<file path="config.mk">
export PLATFORM = sky130hd
export DESIGN_NAME = sram_controller
export DESIGN_NICKNAME = d
export VERILOG_FILES = /design/src/rtl/arm_mem_pkg.sv /design/src/rtl/sram_controller.sv
export SDC_FILE = /design/constraint.sdc
export NUM_CORES = 1
export LEC_CHECK = 0
export BUFFER_PORTS_ARGS = -buffer_cell sky130_fd_sc_hd__buf_2
export CORE_MARGIN = 2
export CORE_UTILIZATION = 40
export CTS_CLUSTER_DIAMETER = 60
export CTS_CLUSTER_SIZE = 10
export DETAILED_ROUTE_END_ITERATION = 7
export HOLD_SLACK_MARGIN = 0.1
export PLACE_DENSITY = 0.72
export SLEW_MARGIN = 10
export SYNTH_ARGS = -nofsm -noshare
export SYNTH_HDL_FRONTEND = slang
export SYNTH_SLANG_ARGS = --single-unit
</file>
<file path="constraint.sdc">
create_clock -name clk -period 5 [get_ports clk]
set_clock_uncertainty 0.2 [all_clocks]
set_input_delay 0.5 -clock clk [delete_from_list [all_inputs] [get_ports clk]]
set_output_delay 0.5 -clock clk [all_outputs]
set_load 0.01 [all_outputs]
</file>
<file path="src/rtl/arm_mem_pkg.sv">
// rtl/arm_mem_pkg.sv - shared types and constants for the data-memory SRAM path
package arm_mem_pkg;

   typedef enum logic [2:0] {
      ST_IDLE,
      ST_LO,
      ST_HI,
      ST_WAIT,
      ST_DONE
   } mem_state_e;

   localparam int          SRAM_AW           = 18;
   localparam int          SRAM_DW           = 16;
   localparam logic [31:0] DEFAULT_BASE_ADDR = 32'd1024;

endpackage

</file>
<file path="src/rtl/sram_controller.sv">
// rtl/sram_controller.sv - sequences 32-bit loads/stores as two half-word cycles on a 16-bit async SRAM
module sram_controller
   import arm_mem_pkg::*;
#(
   parameter logic [31:0] BASE_ADDR   = DEFAULT_BASE_ADDR,
   parameter int          WAIT_CYCLES = 3
) (
   input  logic               clk,
   input  logic               rst,
   input  logic               wr_en,
   input  logic               rd_en,
   input  logic [31:0]        address,
   input  logic [31:0]        write_data,
   output logic [31:0]        read_data,
   output logic               ready,
   output logic [SRAM_AW-1:0] sram_addr,
   output logic [SRAM_DW-1:0] sram_dq_out,
   output logic               sram_dq_oe,
   input  logic [SRAM_DW-1:0] sram_dq_in,
   output logic               sram_we_n,
   output logic               sram_oe_n
);

   localparam logic [3:0] WAIT_LOAD = 4'(WAIT_CYCLES - 1);

   mem_state_e         state_q;
   logic [3:0]         cnt_q;
   logic               op_rd_q;
   logic [16:0]        word_q;
   logic [31:0]        wdata_q;
   logic [31:0]        read_data_q;
   logic [SRAM_AW-1:0] sram_addr_q;
   logic [SRAM_DW-1:0] dq_out_q;
   logic               dq_oe_q;
   logic               we_n_q;
   logic               oe_n_q;

   logic               req_d;
   logic [31:0]        offset_d;
   logic [16:0]        word_d;
   logic               unused_offset;

   // Addresses below BASE_ADDR wrap modulo 2^32 into the top of the SRAM.
   assign offset_d      = address - BASE_ADDR;
   assign word_d        = offset_d[18:2];
   assign unused_offset = ^{offset_d[31:19], offset_d[1:0]};
   assign req_d         = rd_en | wr_en;

   always_ff @(posedge clk) begin
      if (!rst) begin
         state_q     <= ST_IDLE;
         cnt_q       <= 4'd0;
         op_rd_q     <= 1'b0;
         word_q      <= '0;
         wdata_q     <= '0;
         read_data_q <= '0;
         sram_addr_q <= '0;
         dq_out_q    <= '0;
         dq_oe_q     <= 1'b0;
         we_n_q      <= 1'b1;
         oe_n_q      <= 1'b1;
      end else begin
         case (state_q)
            ST_IDLE: begin
               if (req_d) begin
                  // A simultaneous load and store resolves to the load.
                  op_rd_q     <= rd_en;
                  word_q      <= word_d;
                  wdata_q     <= write_data;
                  sram_addr_q <= {word_d, 1'b0};
                  if (rd_en) begin
                     oe_n_q  <= 1'b0;
                     we_n_q  <= 1'b1;
                     dq_oe_q <= 1'b0;
                  end else begin
                     oe_n_q   <= 1'b1;
                     we_n_q   <= 1'b0;
                     dq_oe_q  <= 1'b1;
                     dq_out_q <= write_data[15:0];
                  end
                  state_q <= ST_LO;
               end
            end
            ST_LO: begin
               if (op_rd_q) begin
                  read_data_q[15:0] <= sram_dq_in;
               end else begin
                  dq_out_q <= wdata_q[31:16];
               end
               sram_addr_q <= {word_q, 1'b1};
               state_q     <= ST_HI;
            end
            ST_HI: begin
               if (op_rd_q) begin
                  read_data_q[31:16] <= sram_dq_in;
               end
               we_n_q  <= 1'b1;
               oe_n_q  <= 1'b1;
               dq_oe_q <= 1'b0;
               cnt_q   <= WAIT_LOAD;
               state_q <= ST_WAIT;
            end
            ST_WAIT: begin
               if (cnt_q == 4'd0) begin
                  state_q <= ST_DONE;
               end else begin
                  cnt_q <= cnt_q - 4'd1;
               end
            end
            ST_DONE: begin
               state_q <= ST_IDLE;
            end
            default: begin
               state_q <= ST_IDLE;
            end
         endcase
      end
   end

   always_comb begin
      ready = 1'b0;
      if (state_q == ST_IDLE) begin
         ready = ~req_d;
      end else if (state_q == ST_DONE) begin
         ready = 1'b1;
      end
   end

   assign read_data   = read_data_q;
   assign sram_addr   = sram_addr_q;
   assign sram_dq_out = dq_out_q;
   assign sram_dq_oe  = dq_oe_q;
   assign sram_we_n   = we_n_q;
   assign sram_oe_n   = oe_n_q;

endmodule

</file>
# [Yosys cells after proc, flatten, opt, wreduce, memory -nomap -nowiden]
# Index checks and enable logic that the tools add are counted.
[op_classes] addsub=2 mul=0 div=0 n_lt_le_gt_ge=0 eq_ne=9 shift=0 muxes=20 bitwise=2 n_reduce_logical=13
[op_table] operator="$mux 16" count=3
[op_table] operator="$pmux 18 s2" count=1
[op_table] operator="$pmux 16 s2" count=1
[op_table] operator="$sub 19x11->19 const B" count=1
[op_table] operator="$mux 18" count=1
[op_table] operator="$reduce_and 2->1" count=7
[op_table] operator="$pmux 3 s4" count=1
[op_table] operator="$ne 2x2->1 const B" count=5
[op_table] operator="$pmux 4 s2" count=1
[op_table] operator="$eq 3x2->1 const B" count=2
[op_table] operator="$mux 1" count=6
[op_table] operator="$mux 3" count=2
[op_table] operator="$pmux 1 s2" count=3
[op_table] operator="$reduce_bool 2->1" count=3
[op_table] operator="$logic_not 4->1" count=1
[op_table] operator="$mux 4" count=1
[op_table] operator="$reduce_and 4->1" count=1
[op_table] operator="$sub 4x1->4 const B" count=1
[op_table] operator="$eq 3x1->1 const B" count=1
[op_table] operator="$eq 3x3->1 const B" count=1
[op_table] operator="$logic_not 3->1" count=1
[op_table] operator="$not 1->1" count=1
[op_table] operator="$or 1x1->1" count=1
[totals] register_bits=126 latchBits=0 ramBits=0 romBits=0 input_bits=84 out_inout_bits=70 memories=0

# [Logic depth before layout (Yosys ltp)]
[logic_depth] depth_word=3 ltp_mapped=6 ltp_nobuf=5

# [Worst setup path before layout]
# OpenSTA, ideal clock, no wires.
[synth_path] kind="in2out" from="in wr_en" to="out ready" arrival_time_ns=1.482 slack_ns=2.818 stages=5 cell_sequence="clkbuf_1 -> nor2_1 -> clkbuf_1 -> clkbuf_1 -> o21a_1"
[synth_via] elab_chain_len=3
[synth_rtl] element="from (decl)" line_no="sram_controller.sv:10" text="input logic wr_en,"
[synth_rtl] element="$or 1x1->1" line_no="sram_controller.sv:47" text="assign req_d = rd_en | wr_en;"
[synth_rtl] element="$not 1->1" line_no="sram_controller.sv:123" text="ready = ~req_d;"
[synth_rtl] element="$mux 1" line_no="sram_controller.sv:122" text="if (state_q == ST_IDLE) begin"
[synth_rtl] element="to (decl)" line_no="sram_controller.sv:15" text="output logic ready,"
# Every way passes these cells.

# [Worst setup path after layout]
[layout_path] from="reg state_q[0]" to="reg word_q[13]"
[layout_via] elab_chain_len=2
[layout_rtl] element="from (decl)" line_no="sram_controller.sv:26" text="mem_state_e state_q;"
[layout_rtl] element="from (signal assigned)" line_no="sram_controller.sv:51" text="state_q <= ST_IDLE;"
[layout_rtl] element="from (signal assigned)" line_no="sram_controller.sv:81" text="state_q <= ST_LO;"
[layout_rtl] element="from (signal assigned)" line_no="sram_controller.sv:91" text="state_q <= ST_HI;"
[layout_rtl] element="$logic_not 3->1" line_no="sram_controller.sv:63" text="case (state_q)"
[layout_rtl] element="$reduce_and 2->1 (no line)"
[layout_rtl] element="to (signal assigned)" line_no="sram_controller.sv:68" text="word_q <= word_d;"
[layout_rtl] element="to (decl)" line_no="sram_controller.sv:29" text="logic [16:0] word_q;"
# Every way passes these cells.
# A chain may end at the register's enable or synchronous reset.

==> flow_summary.yaml <==
run_status:
  outcome: "finished, final reports clean"
synthesis:
  ys_types: 54
  yosys-top-cells-area: "dfxtp_1, a21oi_1, nand2_1, nand3_1, mux2i_1"
  yosysMostFrequentCell: "dfxtp_1"
  yosysSeqAreaShare_pct: 45.67
  synth_cells: 577
  yosys-top-cells-count: "dfxtp_1, nand2_1, a21oi_1"
  synth_ff_type: "dfxtp_1"
  synth_area_sq_um: 4822
  synth_top_area_share_pct: 45.67
  ys_ff_latch: 110
  syn_nets: 664
  yosysWarnings: 0
  synthArstFlopShare_pct: 0
  yosysTopAreaCell: "dfxtp_1"
  synth_edf_count: 0
  avgSynthCellArea_sq_um: 8.357
clock_tree:
  cts_sinks: 110
  clk_pin_slew_ns: 0.08
  htree_levels: 3
  cts_setup_buffers: 0
  cts_tree: "done"
  numCtsBuffers: 9
  cts_hold_buffers: 0
  clk_latency_ns: 0.34
  clk_path_buf_depth: 2
  post_cts_resized: 0
  clockRootBuffer: "clkbuf_16"
sta:
  drv_slew: 0
  rsz0062_at_grt: "false"
  finalCriticalPeriod_ns: 2.766
  max_freq_mhz: 361.5
  fin_crit_sh_pct: 55.32
  tightest_slew_ns: 1.050
  fin_tns_setup_ns: 0
  slew_headroom_pct: 29.01
  whs_ns: 0.1924
  finalSetupViolCount: 0
  finalHoldViolCount: 0
  setup_slack_ns: 2.234
floorplanning:
  dieArea_sq_um: 12950
  rows: 40
  start_util_pct: 40.48
  io_pins: 154
  coreArea_sq_um: 11910
  die_w_um: 113.8
  die_h_um: 113.8
placed_design:
  placed_area_sq_um: 5568
  dpl.cell_count: 812
  place_ws_ns: 2.100
  place.gp.congestion: 0.8156
  port_buffers: 138
  dp_hpwl_mm: 9.259
layout:
  final_nets: 763
  antenna-diode-count: 0
  drive_gt1_share_pct: 26.28
  syn_to_final_growth_pct: 22.47
  stdcell_count: 828
  final_core_util_pct: 49.58
  final_area_sq_um: 5906
critical_path:
  cp-start-kind: "flop"
  crit_chain: "or3_1 > buf_4 > nor2_1 > o221a_2"
  path_delay_family: "flip-flops"
  crit_type: "reg2reg"
  path_buf_inv: 1
  cp-end-kind: "flop"
  cpPeakStageDelay_ns: 1.02
  worstPathMaxFanout: 30
  critical_path.slowest_cell: "dfxtp_1"
  crit_required_ns: 5.04
  cp.arrival_ns: 2.81
power_and_ir_drop:
  power_mw: 2.232
  p_per_area_nw_per_um2: 378.0
  vdd_drop_max_mv: 0.2298
  leakage_nw: 2.363
route:
  first_iter_violations: 372
  vias: 4710
  drc: 0
  wirelength_mm: 13.52
  wl_per_cell_um: 16.32
  antenna_left: 0
  vias_per_cell: 5.688
  first_pass_iters: 5
global_routing:
  overflow: 0
  antenna_found_initial: 0
  grt_pass1_wl_mm: 21.27
  grt_max_degree: 65
  grt_pass1_vias: 4326
  grtUsageTotal_pct: 20.19
worst_hold_path:
  hp-class: "in2reg"
job:
  cap_violations: 0
==> state kept, by name, summed over array words and instances (netlist names), 3 cells and up <==
name and count:
read_data 32, sram_addr 18, word_q 17, sram_dq_out 16
wdata_q 16, cnt_q 4, state_q 3
==> area by class of cell <==
| class | instances | area [sq um] |
|---|---|---|
| Timing Repair Buffer | 146 | 750.7 |
| Clock buffer | 9 | 225.2 |
| Sequential cell | 110 | 2202 |
| Fill cell | 1155 | 6006 |
| Inverter | 7 | 26.28 |
| Clock inverter | 7 | 108.9 |
| Multi-Input combinational cell | 402 | 2409 |
| Tap cell | 147 | 183.9 |
==> power by group <==
group / leakage (nW) / switching [mW] / internal, mW / total (mW)
registers: 0.901 / 0.0598 / 0.957 / 1.02
clock network: 0.165 / 0.347 / 0.452 / 0.800
logic: 1.30 / 0.248 / 0.168 / 0.416
total: 2.36 / 0.655 / 1.58 / 2.23
==> worst paths after layout <==
| check | slack, ns | depth (start not counted) | startpoint | endpoint |
|---|---|---|---|---|
| min | 0.19 | 3 | sram_dq_in[11] | read_data[11] |
| max | 2.23 | 4 | state_q[0] | word_q[13] |
| max reg2reg | 2.23 | 4 | state_q[0] | word_q[13] |
| min reg2reg | 0.26 | 2 | read_data[6] | read_data[6] |
==> layer usage <==
layer	wire length [um]	vias to the layer above	global-route usage, %
met4	181	0	6.748
li1	-	2290	-
met2	6528	159	33.73
met5	0	-	0
met1	6040	2247	26.57
met3	766	14	3.507
==> kinds of logic after synthesis <==
family                   share of synthesized area (%)
AO/OA/AOI/OAI                                    22.06
XOR/XNOR                                        0.5450
adder cells (fa/ha/maj)                         0.7785
buffers and inverters                            5.345
flip-flops                                       45.67
multiplexers                                     3.736
AND/OR/NAND/NOR                                  21.87
==> worst reg2reg max path, stage by stage, from the launching register on <==
cell and delay (ns):
dfxtp_1 1.02, or3_1 0.61, buf_4 0.36, nor2_1 0.18
o221a_2 0.30
==> layout by cell type, fill, tap and decap left out, drive strengths merged, types with 3 or more instances in the layout <==
cell	instances
a21oi	69
a221oi	19
a311oi	3
a31oi	4
buf	146
clkbuf	9
dfxtp	110
ha	3
inv	12
mux2i	18
nand2	87
nand2b	5
nand3	38
nand4	9
nor2	23
nor2b	3
nor3	9
nor3b	3
nor4b	5
nor4bb	5
o211ai	16
o21a	4
o21ai	35
o31ai	3
or3	3
or4	6
(Power assumes the default switching activity.)
